--- src/rtl/obstacle_engine.sv ---
// obstacle_engine: multi-bar vertical obstacle mover with shadow config, wrap-around and run/pause control
module obstacle_engine #(
  parameter int NUM_BARS = 8,
  parameter int POS_W = 10,
  parameter int SCREEN_H = 480,
  parameter int SPD_W = 6
) (
  input  logic                      clkenv,
  input  logic                      rst,
  input  logic                      step_en,
  input  logic                      start,
  input  logic                      stop,
  input  logic                      pause,
  input  logic [1:0]                speed_shift,
  input  logic                      cfg_we,
  input  logic [3:0]                cfg_bar,
  input  logic [POS_W-1:0]          cfg_pos,
  input  logic [POS_W-1:0]          cfg_open,
  input  logic [SPD_W-1:0]          cfg_speed,
  output logic [NUM_BARS*POS_W-1:0] bar_pos,
  output logic [NUM_BARS*POS_W-1:0] bar_open,
  output logic [NUM_BARS-1:0]       wrap,
  output logic [1:0]                state_o
);
  localparam int W = POS_W + SPD_W + 4;
  localparam logic [POS_W-1:0] H = POS_W'(SCREEN_H);
  localparam logic [1:0] IDLE = 2'd0, LOAD = 2'd1, RUN = 2'd2, PAUSED = 2'd3;
  logic [1:0] state, nxt_state;
  logic move;
  always_comb begin
    nxt_state = (stop && state != IDLE) ? IDLE :
                (start && state != LOAD) ? LOAD :
                (state == LOAD) ? RUN :
                (state == RUN && pause) ? PAUSED :
                (state == PAUSED && !pause) ? RUN : state;
  end
  always_ff @(posedge clkenv) begin
    if (rst) state <= IDLE;
    else state <= nxt_state;
  end
  assign move = state == RUN && step_en && !pause && !stop && !start;
  assign state_o = state;
  for (genvar g = 0; g < NUM_BARS; g++) begin : g_bar
    logic [POS_W-1:0] sh_pos, sh_open, pos_q, open_q, mv_pos;
    logic [SPD_W-1:0] sh_spd, spd_q;
    logic signed [W-1:0] eff, nxt, lim;
    logic wrap_q, lo, hi;
    assign eff = $signed({{(W-SPD_W){spd_q[SPD_W-1]}}, spd_q}) <<< speed_shift;
    assign nxt = $signed({{(W-POS_W){1'b0}}, pos_q}) + eff;
    // an opening taller than the screen pins the bar to the top
    assign lim = open_q >= H ? '0 : $signed({{(W-POS_W){1'b0}}, H - open_q});
    assign lo = nxt < 0;
    assign hi = nxt > lim;
    assign mv_pos = lo ? lim[POS_W-1:0] : hi ? '0 : nxt[POS_W-1:0];
    always_ff @(posedge clkenv) begin
      if (rst) begin
        {sh_pos, sh_open, sh_spd} <= '0;
        {pos_q, open_q, spd_q} <= '0;
        wrap_q <= 1'b0;
      end else begin
        if (cfg_we && cfg_bar == 4'(g)) {sh_pos, sh_open, sh_spd} <= {cfg_pos, cfg_open, cfg_speed};
        if (state == LOAD) {pos_q, open_q, spd_q} <= {sh_pos, sh_open, sh_spd};
        else if (move && spd_q != '0) pos_q <= mv_pos;
        wrap_q <= move && spd_q != '0 && (lo || hi);
      end
    end
    assign bar_pos[g*POS_W +: POS_W] = pos_q;
    assign bar_open[g*POS_W +: POS_W] = open_q;
    assign wrap[g] = wrap_q;
  end
endmodule

--- config.mk ---
export PLATFORM = sky130hd
export DESIGN_NAME = obstacle_engine
export DESIGN_NICKNAME = d
export VERILOG_FILES = /design/src/rtl/obstacle_engine.sv
export SDC_FILE = /design/constraint.sdc
export NUM_CORES = 1
export LEC_CHECK = 0
export CAP_MARGIN = 15
export CORE_MARGIN = 3
export CORE_UTILIZATION = 35
export CTS_CLUSTER_SIZE = 40
export DETAILED_ROUTE_END_ITERATION = 6
export PLACE_DENSITY = 0.54
export SYNTH_ARGS = -nofsm -noshare
export SYNTH_HDL_FRONTEND = slang
export SYNTH_SLANG_ARGS = --single-unit
--- constraint.sdc ---
create_clock -name clkenv -period 10.7 [get_ports clkenv]
set_input_delay 2.14 -clock clkenv [delete_from_list [all_inputs] [get_ports clkenv]]
set_output_delay 2.14 -clock clkenv [all_outputs]
set_load 0.05 [all_outputs]
### Word level (Yosys, flattened, before mapping)

Index checks and enable logic that the tools add are counted.

* memories kept: 0
* bits in read-only memories: 0
* output and inout port bits: 170
* flip-flop bits (word level): 426
* RAM bits: 0
* bits in latches: 0
* input port bits: 39
* word-level logic and storage cells: 226

* multiply operators: 0
* add/sub/neg operators: 16
* bitwise operators: 0
* div/mod/pow operators: 0
* eq/ne operators: 11
* reduce and logical (&&, ||, !) cells: 65
* multiplexer cells: 44
* magnitude comparators: 24
* shift-type cells: 8

Operators by type and width (number)
* two-way mux 10 bit: 40
* adder 11 x 20 -> 20 bit: 8
* greater-than comparator 20 x 11 -> 1 bit: 8
* less-than comparator 20 x 1 -> 1 bit (second input constant): 8
* <<< shifter 6 x 2 -> 20 bit: 8
* >= comparator 10 x 9 -> 1 bit (second input constant): 8
* subtractor 9 x 10 -> 10 bit (first input constant): 8
* nonzero test 6 bit: 8
* logical AND 1 bit: 32
* nonzero test 2 bit: 9
* == test 4 x 3 -> 1 bit (second input constant): 4
* == test 4 x 2 -> 1 bit (second input constant): 2
* logical OR 1 bit: 8
* two-way mux 2 bit: 3
* == test 2 bit (second input constant): 2
* == test 4 x 1 -> 1 bit (second input constant): 1
* zero test 4 bit: 1
* nonzero test 4 bit: 1
* zero test 1 bit: 3
* nonzero test 3 bit: 1
* OR reduction 3 bit: 1
* == test 2 x 1 -> 1 bit (second input constant): 1
* inequality test 2 x 1 -> 1 bit (second input constant): 1
* OR reduction 2 bit: 1
* two-way mux 1 bit: 1

### Logic depth before layout (Yosys ltp)

Gate-level depths: netlist of run 1.

* word-level depth: 8
* gate-level depth with buffers: 22
* gate-level depth less buffers: 20

### Worst setup path after synthesis of run 1

OpenSTA, ideal clock, no wires.

* path kind: in2reg
* start point: in speed_shift[1]
* end point: reg g_bar[0].pos_q[3]
* slack: 4.681 ns
* stages: 16
* arrival time: 5.916 ns
* buffers on the path: 3
* cells stage by stage: buf_1 > clkbuf_1 > clkbuf_1 > o21ai_0 > ha_1 > a211oi_1 > nor2_1 > o21a_1 > o41ai_1 > xnor2_1 > ha_1 > nand4_1 > o32ai_1 > a31oi_1 > or3b_1 > a2111oi_2

* longest elaborated chain between the ends: 7
* elaborated cells between the ends (all ways): 8
* classes of those cells: add/sub: 1; order compare: 2; shift: 1; mux: 4

Ends and longest elaborated chain
* start, declared: line 14 `input logic [1:0] speed_shift,`
* <<< shifter 6 x 2 -> 20 bit (*): line 48 `assign eff = $signed({{(W-SPD_W){spd_q[SPD_W-1]}}, spd_q}) <<< speed_shift;`
* adder 11 x 20 -> 20 bit (*): line 49 `assign nxt = $signed({{(W-POS_W){1'b0}}, pos_q}) + eff;`
* greater-than comparator 20 x 11 -> 1 bit: line 53 `assign hi = nxt > lim;`
* two-way mux 10 bit: line 54 `assign mv_pos = lo ? lim[POS_W-1:0] : hi ? '0 : nxt[POS_W-1:0];`
* two-way mux 10 bit (*): line 54
* two-way mux 10 bit (*): line 63 `else if (move && spd_q != '0) pos_q <= mv_pos;`
* two-way mux 10 bit (*): line 62 `if (state == LOAD) {pos_q, open_q, spd_q} <= {sh_pos, sh_open, sh_spd};`
* end signal, assigned: line 62
* end signal, assigned: line 63
* end, declared: line 44 `logic [POS_W-1:0] sh_pos, sh_open, pos_q, open_q, mv_pos;`

Every way passes the cells marked *; elsewhere a longest branch is shown, timed or not. The select of a mux whose other input is x is not followed.
A chain may end at the register's enable or synchronous reset.

### Worst setup path in the final report of run 1

* start point: in speed_shift[0]
* end point: reg g_bar[4].pos_q[9]

* longest elaborated chain between the ends: 7
* elaborated cells between the ends (all ways): 8
* classes of those cells: add/sub: 1; order compare: 2; shift: 1; mux: 4

Ends and longest elaborated chain (line)
* <<< shifter 6 x 2 -> 20 bit (*): 48
* adder 11 x 20 -> 20 bit (*): 49
* greater-than comparator 20 x 11 -> 1 bit: 53
* two-way mux 10 bit: 54
* two-way mux 10 bit (*): 54
* two-way mux 10 bit (*): 63
* two-way mux 10 bit (*): 62
* end signal, assigned: 62
* end signal, assigned: 63
* end, declared: 44

Marked as above.

==> flow_metrics.tcl, run 1 <==
set metrics [dict create \
    crit_type "in2reg" \
    core_area_um2 70270 \
    fmax_mhz 148.7 \
    htree_levels 2 \
    crit_arrival_ns 7.16 \
    post_cts_buffers 0 \
    cts_buffers 49 \
    setup_viol_count_final 0 \
    fin_area_um2 29400 \
    power.clock.fraction 0.471 \
    netlist_instances 3315 \
    rsz0062_at_grt "false" \
    antenna_found_initial 9 \
    yosysMostFrequentCell "nand2_1" \
    synth_top_area_share 0.3420 \
    p_sw_frac 0.2638 \
    met3_usage 0.02976 \
    dieArea_um2 74470 \
    synthToLayoutAreaGrowth_pct 17.91 \
    synth_commonest_cells "nand2_1, a21oi_1, dfxtp_1" \
    leakage_uw 0.01099 \
    async_flop_share 0 \
    vdd_drop_max_v 0.00009833 \
    yosysSeqAreaShare 0.3420 \
    cts_tree "built" \
    p_switching_uw 982.3 \
    hold_class "reg2reg" \
    vias 23660 \
    cp_max_fo 27 \
    grt_busiest_layer "met2" \
    gr-total-overflow 0 \
    power.internal_uw 2741 \
    synth-seq-cells 426 \
    cts_sinks 426 \
    drv_slew 0 \
    hold_path_startpoint "g_bar[0].sh_open[4]$_SDFFE_PP0P_" \
    die_h_um 272.9 \
    fin_crit_ns 6.727 \
    place.gp.congestion 0.8897 \
    drt_wl_total_mm 85.61 \
    dp_cells 4297 \
    grt_usage 0.2230 \
    hold_viol_final 0 \
    num-nets-final 3636 \
    cts_hold_buf 0 \
    grt_use_met1 0.3202 \
    fin_crit_sh 0.6287 \
    cts_buffer_depth 3 \
    synth_ff_type "dfxtp_1" \
    place_area_um2 27630 \
    reg2reg_from "g_bar[4].spd_q[0]$_SDFFE_PP0P_" \
    synth_warnings 0 \
    initial_core_util 0.3548 \
    grt_pass1_vias 21544 \
    p_seq_frac 0.436 \
    dieWidth_um 272.9 \
    cap_violations 0 \
    final_cell_count_no_fill 4393 \
    clk_pin_slew_ns 0.06 \
    power_frac_comb 0.093 \
    clock-root-buffer "clkbuf_16" \
    synth_edf_count 0 \
    pwr_density_cell_nw_per_um2 126.7 \
    routed_via_density 5.386 \
    wire_per_inst_um 19.49 \
    met2_usage 0.3494 \
    drc_errors 0 \
    grt_pass1_wl_mm 130.5 \
    worst_pin_slew_ns 1.169 \
    ctsResizeCount 0 \
    grt_start_max_net_pins 174 \
    worstSetupStartpoint "speed_shift[0]" \
    pin_count 209 \
    rows 97 \
    status "finished clean" \
    clock_skew_ns 0.01571 \
    syn_avg_cell_area_um2 7.521 \
    clk_latency_ns 0.60 \
    critPathCaptureType "flip-flop" \
    critPathLaunchType "input pin" \
    drt_iter0_markers 1810 \
    post-dp-hpwl_mm 57.61 \
    tns_ns 0 \
    synthesis.area_um2 24930 \
    cp.required_ns 11.13 \
    relSlewSlack 0.2181 \
    drive_above_1_share 0.05332 \
    synth.area.top_cells "dfxtp_1, nand2_1, a21oi_1" \
    antenna_left 0 \
    synth_cell_types 90 \
    dr.pass1.iters 5 \
    n_fill_cell 7330 \
    synth_top_cell_by_area "dfxtp_1" \
    io_buffers 208 \
]
## layout make-up
cell class / instances / area, µm² / share of cell area
Sequential cell: 426 / 8528 / 0.2901
Timing Repair Buffer: 244 / 2425 / 0.08249
Inverter: 106 / 397.9 / 0.01353
Antenna cell: 2 / 5.005 / 0.0001702
Tap cell: 940 / 1176 / 0.04001
Multi-Input combinational cell: 2586 / 15190 / 0.5167
Clock buffer: 66 / 1433 / 0.04873
Clock inverter: 23 / 241.5 / 0.008215
## logic make-up after synthesis
group,count (synthesis),share of synthesized area
AND/OR/NAND/NOR,1347,0.2324
multiplexers,51,0.02524
AO/OA/AOI/OAI,904,0.2218
buffers and inverters,310,0.05134
adder cells (fa/ha/maj),184,0.09475
XOR/XNOR,92,0.03232
flip-flops,426,0.3420
other,1,0.0001504
## state kept, by name, indices dropped and copies added (netlist names)
signal / count
state_o: 2
g_bar.open_q: 80
g_bar.sh_spd: 48
g_bar.wrap_q: 8
g_bar.sh_open: 80
g_bar.spd_q: 48
g_bar.pos_q: 80
g_bar.sh_pos: 80
## worst max-delay path, stage by stage
cell and delay, ns:
buf_2 0.57, buf_4 0.47, nor2_2 0.22, and2_1 0.25, ha_1 0.20, inv_1 0.08
fa_1 0.20, nor2b_1 0.07, o31a_1 0.28, o41ai_1 0.39, o21bai_1 0.13, xnor2_1 0.23
inv_1 0.07, ha_1 0.29, o21ai_0 0.08, nand2b_1 0.08, a21oi_1 0.06, a211oi_1 0.29
nor2_1 0.07, a32oi_1 0.79, o32ai_1 0.18
## power groups by stage
| stage | clock network [µW] | logic (µW) | registers (µW) |
|---|---|---|---|
| 2_1_floorplan | 0 | 197 | 1680 |
| 3_3_place_gp | 0 | 344 | 1660 |
| 3_5_place_dp | 0 | 344 | 1660 |
| 4_1_cts | 1800 | 345 | 1620 |
| 5_1_grt | 1860 | 375 | 1620 |
| 6_report | 1750 | 346 | 1620 |
## stage by stage
step	hold slack, ns	utilization	setup WS [ns]	power (µW)
floorplan	0.4321	-	4.681	1873
detailed placement	0.4422	0.3932	3.375	2001
global route	0.4627	0.4183	3.474	3858
CTS	0.4507	0.4170	4.027	3765
global placement	0.4382	0.3932	3.488	2001
finish	0.4478	0.4183	3.973	3723
## layout by cell type (no fill, tap or decap), types with 35 or more instances in the layout
cell	Yosys	layout
a211oi_1	35	35
clkdlybuf4s50_1	0	205
o21ai_0	110	110
dfxtp_1	426	426
inv_1	106	106
ha_1	176	176
nor2_1	168	166
nand3_1	51	51
nor3_1	74	73
a21oi_1	463	463
xnor2_1	71	71
clkbuf_16	0	52
nor2b_1	43	40
nand2_1	852	852
## layer usage
| layer | wire [µm] | up-vias | part of all wire |
|---|---|---|---|
| met2 | 38040 | 577 | 0.44 |
| met5 | 24 | - | 0.00028 |
| met4 | 2159 | 4 | 0.025 |
| li1 | - | 11743 | - |
| met3 | 4875 | 101 | 0.057 |
| met1 | 40510 | 11235 | 0.47 |
## path summary, 6_finish.rpt
check	endpoint	slack (ns)	cells after the start
max	g_bar[4].pos_q[9]$_SDFFE_PP0P_	3.97	21
min	g_bar[0].open_q[4]$_SDFFE_PP0P_	0.45	2
max reg2reg	g_bar[4].pos_q[9]$_SDFFE_PP0P_	6.39	16
min reg2reg	g_bar[0].open_q[4]$_SDFFE_PP0P_	0.45	2
No activity file was read; power rests on OpenSTA's default activity.
==> run 2: changes to the inputs <==
Settings changed: PLACE_DENSITY 0.54 to 0.56.
Clock period 10.7 ns to 5.72 ns, I/O delays scaled along.
==> run 2 against run 1 <==
Setup slack lost 3.1 ns. Critical path depth shrank 1. Die area is the same. Total power grew 86%. Global-route usage shrank 0.11 points. Combinational power grew 88%. Register-to-register slack lost 4.8 ns. Via count shrank 0.47%. Cell count is essentially flat.
==> flow_metrics.tcl, run 2 (synthesis results as in run 1) <==
set metrics [dict create \
    status "finished clean" \
    mostFrequentLayoutCells "nand2_1, a21oi_1, dfxtp_1" \
    clk_pin_slew_ns 0.06 \
    layout_commonest_cell "nand2_1" \
    rsz0062_at_grt "false" \
    place_area_um2 27760 \
    dp_slack_ns 0.3269 \
    fin_crit_ns 4.858 \
    cts_tree "built" \
    hold_viol_final 0 \
    pin_count 209 \
    drt_iter0_markers 1708 \
    vias 23548 \
    n_fill_cell 7248 \
    diodes 0 \
    antenna_left 0 \
    dieWidth_um 272.9 \
    num-nets-final 3646 \
    place.gp.congestion 0.8946 \
    cts_hold_buf 0 \
    critPathLaunchType "input pin" \
    tns_ns 0 \
    cts_buffer_depth 3 \
    htree_levels 2 \
    initial_core_util 0.3548 \
    gr-total-overflow 0 \
    pwr_density_cell_nw_per_um2 234.7 \
    synthToLayoutAreaGrowth_pct 18.05 \
    hold_class "reg2reg" \
    grt_start_max_net_pins 170 \
    path_cells "buf_2, nor2b_2, nand2_1, o21ai_0, ha_1, nor2b_1, o31a_1, o41ai_1, o21bai_1, xnor2_1, inv_1, ha_1, o21ai_0, nand2b_1, a21oi_1, a211oi_1, nor2_1, a32oi_1, buf_4, o22ai_1" \
    antenna_found_initial 5 \
    drv_slew 0 \
    grt_usage 0.2218 \
    post-dp-hpwl_mm 58.14 \
    ctsResizeCount 0 \
    drt_wl_total_mm 84.74 \
    cap_violations 0 \
    relSlewSlack 0.2450 \
    crit_arrival_ns 5.31 \
    cp_max_fo 8 \
    dieArea_um2 74470 \
    drc_errors 0 \
    dr.pass1.iters 5 \
    fin_hold_ws_ns 0.4218 \
    cts_sinks 426 \
    fin_crit_sh 0.8493 \
    setup_viol_count_final 0 \
    grt_pass1_vias 21744 \
    clock-root-buffer "clkbuf_16" \
    core_area_um2 70270 \
    die_h_um 272.9 \
    grt_pass1_wl_mm 130.3 \
    clock_skew_ns 0.02908 \
    leakage_uw 0.01102 \
    total_power_uw 6907 \
    cp.required_ns 6.17 \
    fin_area_um2 29430 \
    drive_above_1_share 0.05438 \
    critPathMaxStageDelay_ns 0.58 \
    rows 97 \
    cts_buffers 49 \
    routed_via_density 5.355 \
    wire_per_inst_um 19.27 \
    clk_latency_ns 0.59 \
    worst_path_max_delay_cell "nor2b_2" \
    fmax_mhz 205.9 \
    worst_slack_ns 0.8622 \
    worst_pin_slew_ns 1.132 \
    io_buffers 208 \
    post_cts_buffers 0 \
    vdd_drop_max_v 0.0001980 \
    critPathCaptureType "flip-flop" \
    crit_type "in2reg" \
]
-- run 2: cell count changes in the layout (fill, tap and decap cells not counted), sizes merged --
cell      previous run  this run
clkinvlp             6         4
buf                 37        49
inv                108       106
clkbuf              68        67
diode                2         0
clkinv              11        10
-- run 2: final timing paths --
| path | from | end | slack, ns | cells after the start |
|---|---|---|---|---|
| min | g_bar[4].sh_spd[2]$_SDFFE_PP0P_ | g_bar[4].spd_q[2]$_SDFFE_PP0P_ | 0.42 | 2 |
| max | speed_shift[1] | g_bar[4].pos_q[7]$_SDFFE_PP0P_ | 0.86 | 20 |
| max reg2reg | g_bar[4].spd_q[0]$_SDFFE_PP0P_ | g_bar[4].pos_q[7]$_SDFFE_PP0P_ | 1.57 | 17 |
| min reg2reg | g_bar[4].sh_spd[2]$_SDFFE_PP0P_ | g_bar[4].spd_q[2]$_SDFFE_PP0P_ | 0.42 | 2 |
-- run 2: cell type report --
class / instances / area [µm²] / area share
clock buffers: 67 / 1415 / 0.04808
clock inverters: 18 / 215.2 / 0.007312
inverters: 106 / 397.9 / 0.01352
multi-input cells: 2586 / 15190 / 0.5161
flip-flops and latches: 426 / 8528 / 0.2898
well taps: 940 / 1176 / 0.03996
repair buffers: 254 / 2509 / 0.08524
-- run 2: worst max-delay path, delay by kind of cell --
family | cells | cell delay [ns]
AOI/OAI and AO/OA | 9 | 1.87
and+or+nand+nor | 5 | 0.99
adders and majority gates | 2 | 0.58
buffers and inverters | 3 | 0.49
xor gates and xnor gates | 1 | 0.23
-- run 2: report_power, final --
| part | internal [µW] | leakage, µW | switching, µW |
|---|---|---|---|
| Combinational | 194 | 0.00679 | 457 |
| Sequential | 3000 | 0.00344 | 34.3 |
| Clock | 1900 | 0.000796 | 1320 |
| Total | 5100 | 0.0110 | 1810 |
-- run 2: routing by layer --
metal / vias up / share of wire / GRT usage / wire [µm]
met5: - / 0.00021 / 0 / 18
met4: 4 / 0.033 / 0.07300 / 2790
met3: 123 / 0.055 / 0.03433 / 4657
met2: 623 / 0.44 / 0.3463 / 37550
met1: 11053 / 0.47 / 0.3119 / 39730
li1: 11745 / - / - / -
-- run 2: metrics by stage --
stage	std cells	utilization
floorplan	3322	-
global placement	4310	0.3951
detailed placement	4310	0.3951
CTS	4395	0.4183
global route	4397	0.4188
finish	4397	0.4188
